==> src/rtl/mem_lsu_pkg.sv <==
`default_nettype none
// ============================================================================
// Module      : mem_lsu_pkg
// Description : Shared widths, RV32 load/store size codes and LSU FSM states.
// Revision    : 1.0 - initial release
// ============================================================================
package mem_lsu_pkg;

    // Default byte-address and data-word widths of the core/RAM interface
    localparam int API_ADDR_WIDTH = 32;
    localparam int API_DATA_WIDTH = 32;

    // RV32 funct3 size/sign codes for loads and stores
    localparam logic [2:0] LSU_B  = 3'b000;
    localparam logic [2:0] LSU_H  = 3'b001;
    localparam logic [2:0] LSU_W  = 3'b010;
    localparam logic [2:0] LSU_BU = 3'b100;
    localparam logic [2:0] LSU_HU = 3'b101;

    // LSU sequencing states, explicitly encoded
    typedef enum logic [1:0] {
        LSU_IDLE  = 2'd0,
        LSU_ISSUE = 2'd1,
        LSU_WAIT  = 2'd2,
        LSU_RESP  = 2'd3
    } lsu_state_t;

endpackage
`default_nettype wire

==> src/rtl/mem_lsu_align.sv <==
`default_nettype none
// ============================================================================
// Module      : mem_lsu_align
// Description : Combinational byte-lane logic: legality, store write mask,
//               store lane replication and load extraction/extension.
// Revision    : 1.0 - initial release
// ============================================================================
module mem_lsu_align
    import mem_lsu_pkg::*;
#(
    parameter int DATA_WIDTH = API_DATA_WIDTH
) (
    input  logic [2:0]            funct3,
    input  logic                  we,
    input  logic [1:0]            offset,
    input  logic [DATA_WIDTH-1:0] wdata,
    input  logic [DATA_WIDTH-1:0] rdata,
    output logic [3:0]            wr_mask,
    output logic [DATA_WIDTH-1:0] store_data,
    output logic [DATA_WIDTH-1:0] load_data,
    output logic                  legal
);

    logic [DATA_WIDTH-1:0] w_shifted;

    // Bring the addressed byte/half down to bit 0 of the read word
    assign w_shifted = rdata >> {offset, 3'b000};

    // Decode size/sign and produce lane mask, replicated store data and extended load data
    always_comb begin
        legal      = 1'b0;
        wr_mask    = 4'b0000;
        store_data = '0;
        load_data  = '0;
        case (funct3)
            LSU_B: begin
                legal      = 1'b1;
                wr_mask    = 4'b0001 << offset;
                store_data = {4{wdata[7:0]}};
                load_data  = {{(DATA_WIDTH-8){w_shifted[7]}}, w_shifted[7:0]};
            end
            LSU_H: begin
                legal      = ~offset[0];
                wr_mask    = 4'b0011 << offset;
                store_data = {2{wdata[15:0]}};
                load_data  = {{(DATA_WIDTH-16){w_shifted[15]}}, w_shifted[15:0]};
            end
            LSU_W: begin
                legal      = (offset == 2'b00);
                wr_mask    = 4'b1111;
                store_data = wdata;
                load_data  = w_shifted;
            end
            LSU_BU: begin
                // Unsigned sizes exist only for loads
                legal      = ~we;
                load_data  = {{(DATA_WIDTH-8){1'b0}}, w_shifted[7:0]};
            end
            LSU_HU: begin
                legal      = ~we & ~offset[0];
                load_data  = {{(DATA_WIDTH-16){1'b0}}, w_shifted[15:0]};
            end
            default: begin
                legal      = 1'b0;
            end
        endcase
    end

endmodule
`default_nettype wire

==> src/rtl/mem_lsu.sv <==
`default_nettype none
// ============================================================================
// Module      : mem_lsu
// Description : RV32 load/store unit driving a single-port byte-masked RAM
//               with a one-cycle registered read; valid/ready on both sides.
// Revision    : 1.0 - initial release
// ============================================================================
module mem_lsu
    import mem_lsu_pkg::*;
#(
    parameter int ADDR_WIDTH = API_ADDR_WIDTH,
    parameter int DATA_WIDTH = API_DATA_WIDTH
) (
    input  logic                  clk,
    input  logic                  reset_n,
    input  logic                  req_valid_i,
    output logic                  req_ready_o,
    input  logic                  req_we_i,
    input  logic [2:0]            req_funct3_i,
    input  logic [ADDR_WIDTH-1:0] req_addr_i,
    input  logic [DATA_WIDTH-1:0] req_wdata_i,
    output logic                  rsp_valid_o,
    input  logic                  rsp_ready_i,
    output logic [DATA_WIDTH-1:0] rsp_rdata_o,
    output logic                  rsp_err_o,
    output logic                  mem_en_o,
    output logic [ADDR_WIDTH-1:0] mem_address_o,
    output logic [DATA_WIDTH-1:0] mem_data_o,
    output logic [3:0]            mem_wr_mask_o,
    input  logic [DATA_WIDTH-1:0] mem_data_i
);

    lsu_state_t            r_state;
    lsu_state_t            w_state_nxt;
    logic [1:0]            r_offset;
    logic [2:0]            r_funct3;
    logic                  r_we;
    logic                  r_rsp_err;
    logic [DATA_WIDTH-1:0] r_rsp_rdata;
    logic                  r_mem_en;
    logic [ADDR_WIDTH-1:0] r_mem_address;
    logic [DATA_WIDTH-1:0] r_mem_data;
    logic [3:0]            r_mem_wr_mask;
    logic                  w_rsp_err_nxt;
    logic [DATA_WIDTH-1:0] w_rsp_rdata_nxt;
    logic                  w_mem_en_nxt;
    logic [ADDR_WIDTH-1:0] w_mem_address_nxt;
    logic [DATA_WIDTH-1:0] w_mem_data_nxt;
    logic [3:0]            w_mem_wr_mask_nxt;
    logic                  w_idle;
    logic                  w_accept;
    logic [2:0]            w_sel_funct3;
    logic [1:0]            w_sel_offset;
    logic                  w_sel_we;
    logic [3:0]            w_mask;
    logic [DATA_WIDTH-1:0] w_store_data;
    logic [DATA_WIDTH-1:0] w_load_data;
    logic                  w_legal;

    assign w_idle      = (r_state == LSU_IDLE);
    assign w_accept    = req_valid_i & w_idle;
    assign req_ready_o = w_idle;
    assign rsp_valid_o = (r_state == LSU_RESP);

    // While idle the lane logic looks at the live request; afterwards at the captured fields
    assign w_sel_funct3 = w_idle ? req_funct3_i    : r_funct3;
    assign w_sel_offset = w_idle ? req_addr_i[1:0] : r_offset;
    assign w_sel_we     = w_idle ? req_we_i        : r_we;

    mem_lsu_align #(
        .DATA_WIDTH (DATA_WIDTH)
    ) u_align (
        .funct3     (w_sel_funct3),
        .we         (w_sel_we),
        .offset     (w_sel_offset),
        .wdata      (req_wdata_i),
        .rdata      (mem_data_i),
        .wr_mask    (w_mask),
        .store_data (w_store_data),
        .load_data  (w_load_data),
        .legal      (w_legal)
    );

    // Next state, next response and next RAM port values; RAM port defaults to idle
    always_comb begin
        w_state_nxt       = r_state;
        w_rsp_err_nxt     = r_rsp_err;
        w_rsp_rdata_nxt   = r_rsp_rdata;
        w_mem_en_nxt      = 1'b0;
        w_mem_address_nxt = '0;
        w_mem_data_nxt    = '0;
        w_mem_wr_mask_nxt = 4'b0000;
        case (r_state)
            LSU_IDLE: begin
                if (w_accept) begin
                    if (w_legal) begin
                        w_state_nxt       = LSU_ISSUE;
                        w_mem_en_nxt      = 1'b1;
                        w_mem_address_nxt = req_addr_i;
                        if (req_we_i) begin
                            w_mem_data_nxt    = w_store_data;
                            w_mem_wr_mask_nxt = w_mask;
                        end
                    end else begin
                        // Illegal request answers immediately without touching the RAM
                        w_state_nxt     = LSU_RESP;
                        w_rsp_err_nxt   = 1'b1;
                        w_rsp_rdata_nxt = '0;
                    end
                end
            end
            LSU_ISSUE: begin
                if (r_we) begin
                    w_state_nxt     = LSU_RESP;
                    w_rsp_err_nxt   = 1'b0;
                    w_rsp_rdata_nxt = '0;
                end else begin
                    w_state_nxt     = LSU_WAIT;
                end
            end
            LSU_WAIT: begin
                w_state_nxt     = LSU_RESP;
                w_rsp_err_nxt   = 1'b0;
                w_rsp_rdata_nxt = w_load_data;
            end
            LSU_RESP: begin
                if (rsp_ready_i) begin
                    w_state_nxt     = LSU_IDLE;
                    w_rsp_err_nxt   = 1'b0;
                    w_rsp_rdata_nxt = '0;
                end
            end
            default: begin
                w_state_nxt = LSU_IDLE;
            end
        endcase
    end

    // State, response and RAM port registers
    always_ff @(posedge clk or negedge reset_n) begin
        if (!reset_n) begin
            r_state       <= LSU_IDLE;
            r_rsp_err     <= 1'b0;
            r_rsp_rdata   <= '0;
            r_mem_en      <= 1'b0;
            r_mem_address <= '0;
            r_mem_data    <= '0;
            r_mem_wr_mask <= 4'b0000;
        end else begin
            r_state       <= w_state_nxt;
            r_rsp_err     <= w_rsp_err_nxt;
            r_rsp_rdata   <= w_rsp_rdata_nxt;
            r_mem_en      <= w_mem_en_nxt;
            r_mem_address <= w_mem_address_nxt;
            r_mem_data    <= w_mem_data_nxt;
            r_mem_wr_mask <= w_mem_wr_mask_nxt;
        end
    end

    // Capture the request fields needed after acceptance
    always_ff @(posedge clk or negedge reset_n) begin
        if (!reset_n) begin
            r_offset <= 2'b00;
            r_funct3 <= 3'b000;
            r_we     <= 1'b0;
        end else if (w_accept) begin
            r_offset <= req_addr_i[1:0];
            r_funct3 <= req_funct3_i;
            r_we     <= req_we_i;
        end
    end

    assign rsp_err_o     = r_rsp_err;
    assign rsp_rdata_o   = r_rsp_rdata;
    assign mem_en_o      = r_mem_en;
    assign mem_address_o = r_mem_address;
    assign mem_data_o    = r_mem_data;
    assign mem_wr_mask_o = r_mem_wr_mask;

endmodule
`default_nettype wire
==> config.mk <==
export PLATFORM = sky130hd
export DESIGN_NAME = mem_lsu
export DESIGN_NICKNAME = d
export VERILOG_FILES = /design/src/rtl/mem_lsu_pkg.sv /design/src/rtl/mem_lsu_align.sv /design/src/rtl/mem_lsu.sv
export SDC_FILE = /design/constraint.sdc
export NUM_CORES = 1
export LEC_CHECK = 0
export CORE_MARGIN = 1.5
export CORE_UTILIZATION = 35
export DETAILED_ROUTE_END_ITERATION = 8
export PLACE_DENSITY = 0.7
export SLEW_MARGIN = 10
export SYNTH_ARGS = -nofsm -noshare
export SYNTH_HDL_FRONTEND = slang
export SYNTH_SLANG_ARGS = --single-unit
==> constraint.sdc <==
create_clock -name clk -period 3.15 [get_ports clk]
set_clock_uncertainty 0.05 [all_clocks]
set_input_delay 0.63 -clock clk [delete_from_list [all_inputs] [get_ports clk]]
set_output_delay 0.63 -clock clk [all_outputs]
set_load 0.01 [all_outputs]
==> impl_metrics.py <==
metrics = {
    "clock_tree": {
        "cts_made_buffers": 9,
        "cts_tree": "built",
        "clk_latency_ns": 0.36,
        "postCtsSetupBuffers": 0,
        "clk_pin_slew_ns": 0.07,
        "postCtsHoldBufs": 0,
        "cts.sinks": 110,
        "cts_resized": 0,
        "clock_path_buffers": 2,
        "root_buffer": "clkbuf_16",
        "htreeDepth": 3,
    },
    "routing": {
        "ant_nets": 0,
        "drt_first_pass_iters": 5,
        "vias": 4439,
        "drt_wl_total_mm": 15.6,
        "drc": 0,
        "wire_per_inst_microns": 17.9,
        "drt-initial-drc-count": 356,
        "viasPerCell": 5.10,
    },
    "global_routing": {
        "antenna_found_initial": 0,
        "grt_pass1_vias": 4442,
        "grt_max_degree": 57,
        "grt_use_total": 0.210,
        "gr-total-overflow": 0,
        "grt_first_pass_wirelength_mm": 23.7,
    },
    "job": {
        "cap_violations": 0,
    },
    "place": {
        "hpwl_mm": 11.9,
        "port_buffers": 207,
        "gp_congestion": 0.879,
    },
    "pwr": {
        "seqPwrFrac": 0.306,
        "power_frac_comb": 0.485,
        "p_per_area_nw_per_um2": 784,
        "power.switching_mw": 2.35,
        "clockPowerShare": 0.209,
        "swShare": 0.394,
        "ir_drop_v": 0.000520,
        "internal_power_mw": 3.62,
        "power_mw": 5.98,
        "p_leak_nw": 3.43,
    },
    "logic_synthesis": {
        "netlist_instances": 481,
        "ys.flop_type": "dfrtp_1",
        "synthArstFlopShare": 1.00,
        "synth_edf_count": 0,
        "yosys_warnings": 0,
        "syn_nets": 589,
        "yosys.area.top_type": "dfrtp_1",
        "synth_top_area_share": 0.553,
        "synth_cell_types": 53,
        "synthesis.area_sq_um": 4980,
        "avgSynthCellArea_sq_um": 10.4,
        "synth_seq_cells": 110,
        "synth_area_leaders": "dfrtp_1 (55%), nand2_1 (6.0%), and3_1 (4.3%), mux2i_1 (3.6%), a21oi_1 (2.8%)",
        "ys_seq_area_frac": 0.553,
    },
    "worst_hold_path": {
        "hold_path.class": "input pin to async pin",
    },
    "floorplan": {
        "die_h_microns": 122,
        "dieWidth_microns": 122,
        "pin_count": 208,
        "core_sq_um": 13900,
        "initial_core_util": 0.359,
        "dieArea_sq_um": 14900,
        "row_count": 43,
    },
    "outcome": {
        "status": "completed",
    },
    "setup_path": {
        "crit_top_cell": "inv_1",
        "critPathCaptureType": "flip-flop",
        "critical_path_peak_fanout": 40,
        "cp_num_cells": 10,
        "crit_chain": "inv_1 -> ha_1 -> buf_12 -> inv_1 -> o22ai_1 -> a21o_1 -> a31o_1 -> buf_4 -> nand2_1 -> o311ai_0",
        "crit_family": "compound AO/OA/AOI/OAI gates",
        "crit_type": "flip-flop to flip-flop",
        "worst_setup_path_start_kind": "flip-flop",
        "reg2regPathDepth": 10,
        "rrSetupSlack_ns": 0.24,
        "critPathMaxStageDelay_ns": 0.42,
        "rr_startpoint": "r_state[0]$_DFFE_PN0P_",
        "worstPathArrival_ns": 3.09,
        "startpoint": "r_state[0]$_DFFE_PN0P_",
        "critical_path.slowest_cell": "ha_1",
        "cp_num_buf_inv": 4,
        "rr_endpoint": "rsp_rdata_o[18]$_DFFE_PN0P_",
        "crit_end": "rsp_rdata_o[18]$_DFFE_PN0P_",
        "cp.required_ns": 3.33,
    },
    "timing": {
        "setup_viol": 0,
        "min_period_over_period": 0.925,
        "max_freq_mhz": 343,
        "period_needed_ns": 2.91,
        "tightest_slew_ns": 0.713,
        "fin_tns_setup_ns": 0,
        "rsz0062_at_grt": "false",
        "slew_viol_final": 0,
        "hold_viol_final": 0,
        "max-slew-margin-rel": 0.525,
    },
    "layout": {
        "syn_to_final_growth_pct": 53.0,
        "most-common-layout-cells": "clkdlybuf4s50_1 (206), dfrtp_1 (110), nand2_1 (79)",
        "antenna_cells": 0,
        "final_common_cell": "clkdlybuf4s50_1",
        "drive_above_1_share": 0.0810,
        "nets": 794,
    },
}
## power by group through the flow
stage / registers (mW) / logic (mW) / clock network [mW]
2_1_floorplan: 1.88 / 1.69 / 0
3_3_place_gp: 1.84 / 2.82 / 0
3_5_place_dp: 1.86 / 2.88 / 0
6_report: 1.83 / 2.90 / 1.25
5_1_grt: 1.85 / 3.14 / 1.34
4_1_cts: 1.83 / 2.90 / 1.28
## worst min path at each step
stage,from,endpoint,cells past startpoint
global placement,rsp_rdata_o[7]$_DFFE_PN0P_,rsp_rdata_o[7]$_DFFE_PN0P_,2
global route,reset_n,rsp_rdata_o[10]$_DFFE_PN0P_,1
CTS,reset_n,rsp_rdata_o[12]$_DFFE_PN0P_,1
detailed placement,rsp_rdata_o[2]$_DFFE_PN0P_,rsp_rdata_o[2]$_DFFE_PN0P_,2
finish,reset_n,rsp_rdata_o[12]$_DFFE_PN0P_,1
floorplan,reset_n,mem_address_o[0]$_DFF_PN0_,0
## sequential cells by signal, summed over array words and instances (netlist names)
| signal | cells |
|---|---|
| r_offset | 2 |
| mem_address_o | 32 |
| rsp_err_o | 1 |
| mem_wr_mask_o | 4 |
| rsp_rdata_o | 32 |
| mem_data_o | 32 |
| r_state | 2 |
| r_funct3 | 3 |
| r_we | 1 |
| mem_en_o | 1 |
## synthesized netlist by cell type, types with 4 or more instances
| master | instances |
|---|---|
| dfrtp_1 | 110 |
| nand2_1 | 79 |
| nor2_1 | 37 |
| and3_1 | 34 |
| a21oi_1 | 28 |
| o21ai_0 | 28 |
| clkbuf_1 | 18 |
| mux2i_1 | 18 |
| a22oi_1 | 17 |
| nand3_1 | 14 |
| and2_1 | 11 |
| a221o_1 | 8 |
| buf_2 | 8 |
| inv_1 | 7 |
| o311ai_0 | 7 |
| mux2_2 | 6 |
| ha_1 | 4 |
## stage by stage
| step | hold slack [ns] | area [sq um] | worst slack [ns] | cells | utilization |
|---|---|---|---|---|---|
| after floorplan | 0.284 | 4980 | 0.652 | 481 | - |
| after global placement | 0.423 | 7290 | 0.306 | 855 | 0.525 |
| after detailed placement | 0.425 | 7290 | 0.158 | 855 | 0.525 |
| after CTS | 0.274 | 7620 | 0.258 | 871 | 0.549 |
| after global routing | 0.304 | 7620 | 0.00752 | 871 | 0.549 |
| final | 0.261 | 7620 | 0.237 | 871 | 0.549 |
## routing by layer
metal,part of all wire,vias to the layer above,track usage,wire length [microns]
met2,0.51,135,0.359,8000
met4,0.013,0,0.0727,209
met1,0.42,2177,0.263,6530
met3,0.056,13,0.0446,870
met5,0,-,0,0
li1,-,2114,-,-
## worst reg2reg max path, stage by stage (launching register included)
cell,delay [ns]
dfrtp_1,0.41
inv_1,0.14
ha_1,0.42
buf_12,0.22
inv_1,0.13
o22ai_1,0.38
a21o_1,0.22
a31o_1,0.19
buf_4,0.37
nand2_1,0.12
o311ai_0,0.12
## cells by family (layout without fill, tap and decap cells)
| group | count (synthesis) | in the layout | share of synthesized area |
|---|---|---|---|
| AOI/OAI and AO/OA | 114 | 114 | 0.159 |
| adders and majority gates | 4 | 4 | 0.0101 |
| buffers and inverters | 38 | 248 | 0.0359 |
| DFF | 110 | 110 | 0.553 |
| muxes | 28 | 28 | 0.0631 |
| and+or+nand+nor | 187 | 187 | 0.179 |
## area by class of cell
class	count	area [sq um]
Clock inverter	6	93.8
Sequential cell	110	2750
Timing Repair Buffer	225	2230
Inverter	7	26.3
Clock buffer	10	239
Multi-Input combinational cell	333	2050
Tap cell	180	225
Fill cell	1218	6260
Power figures use the tool's default switching activity.
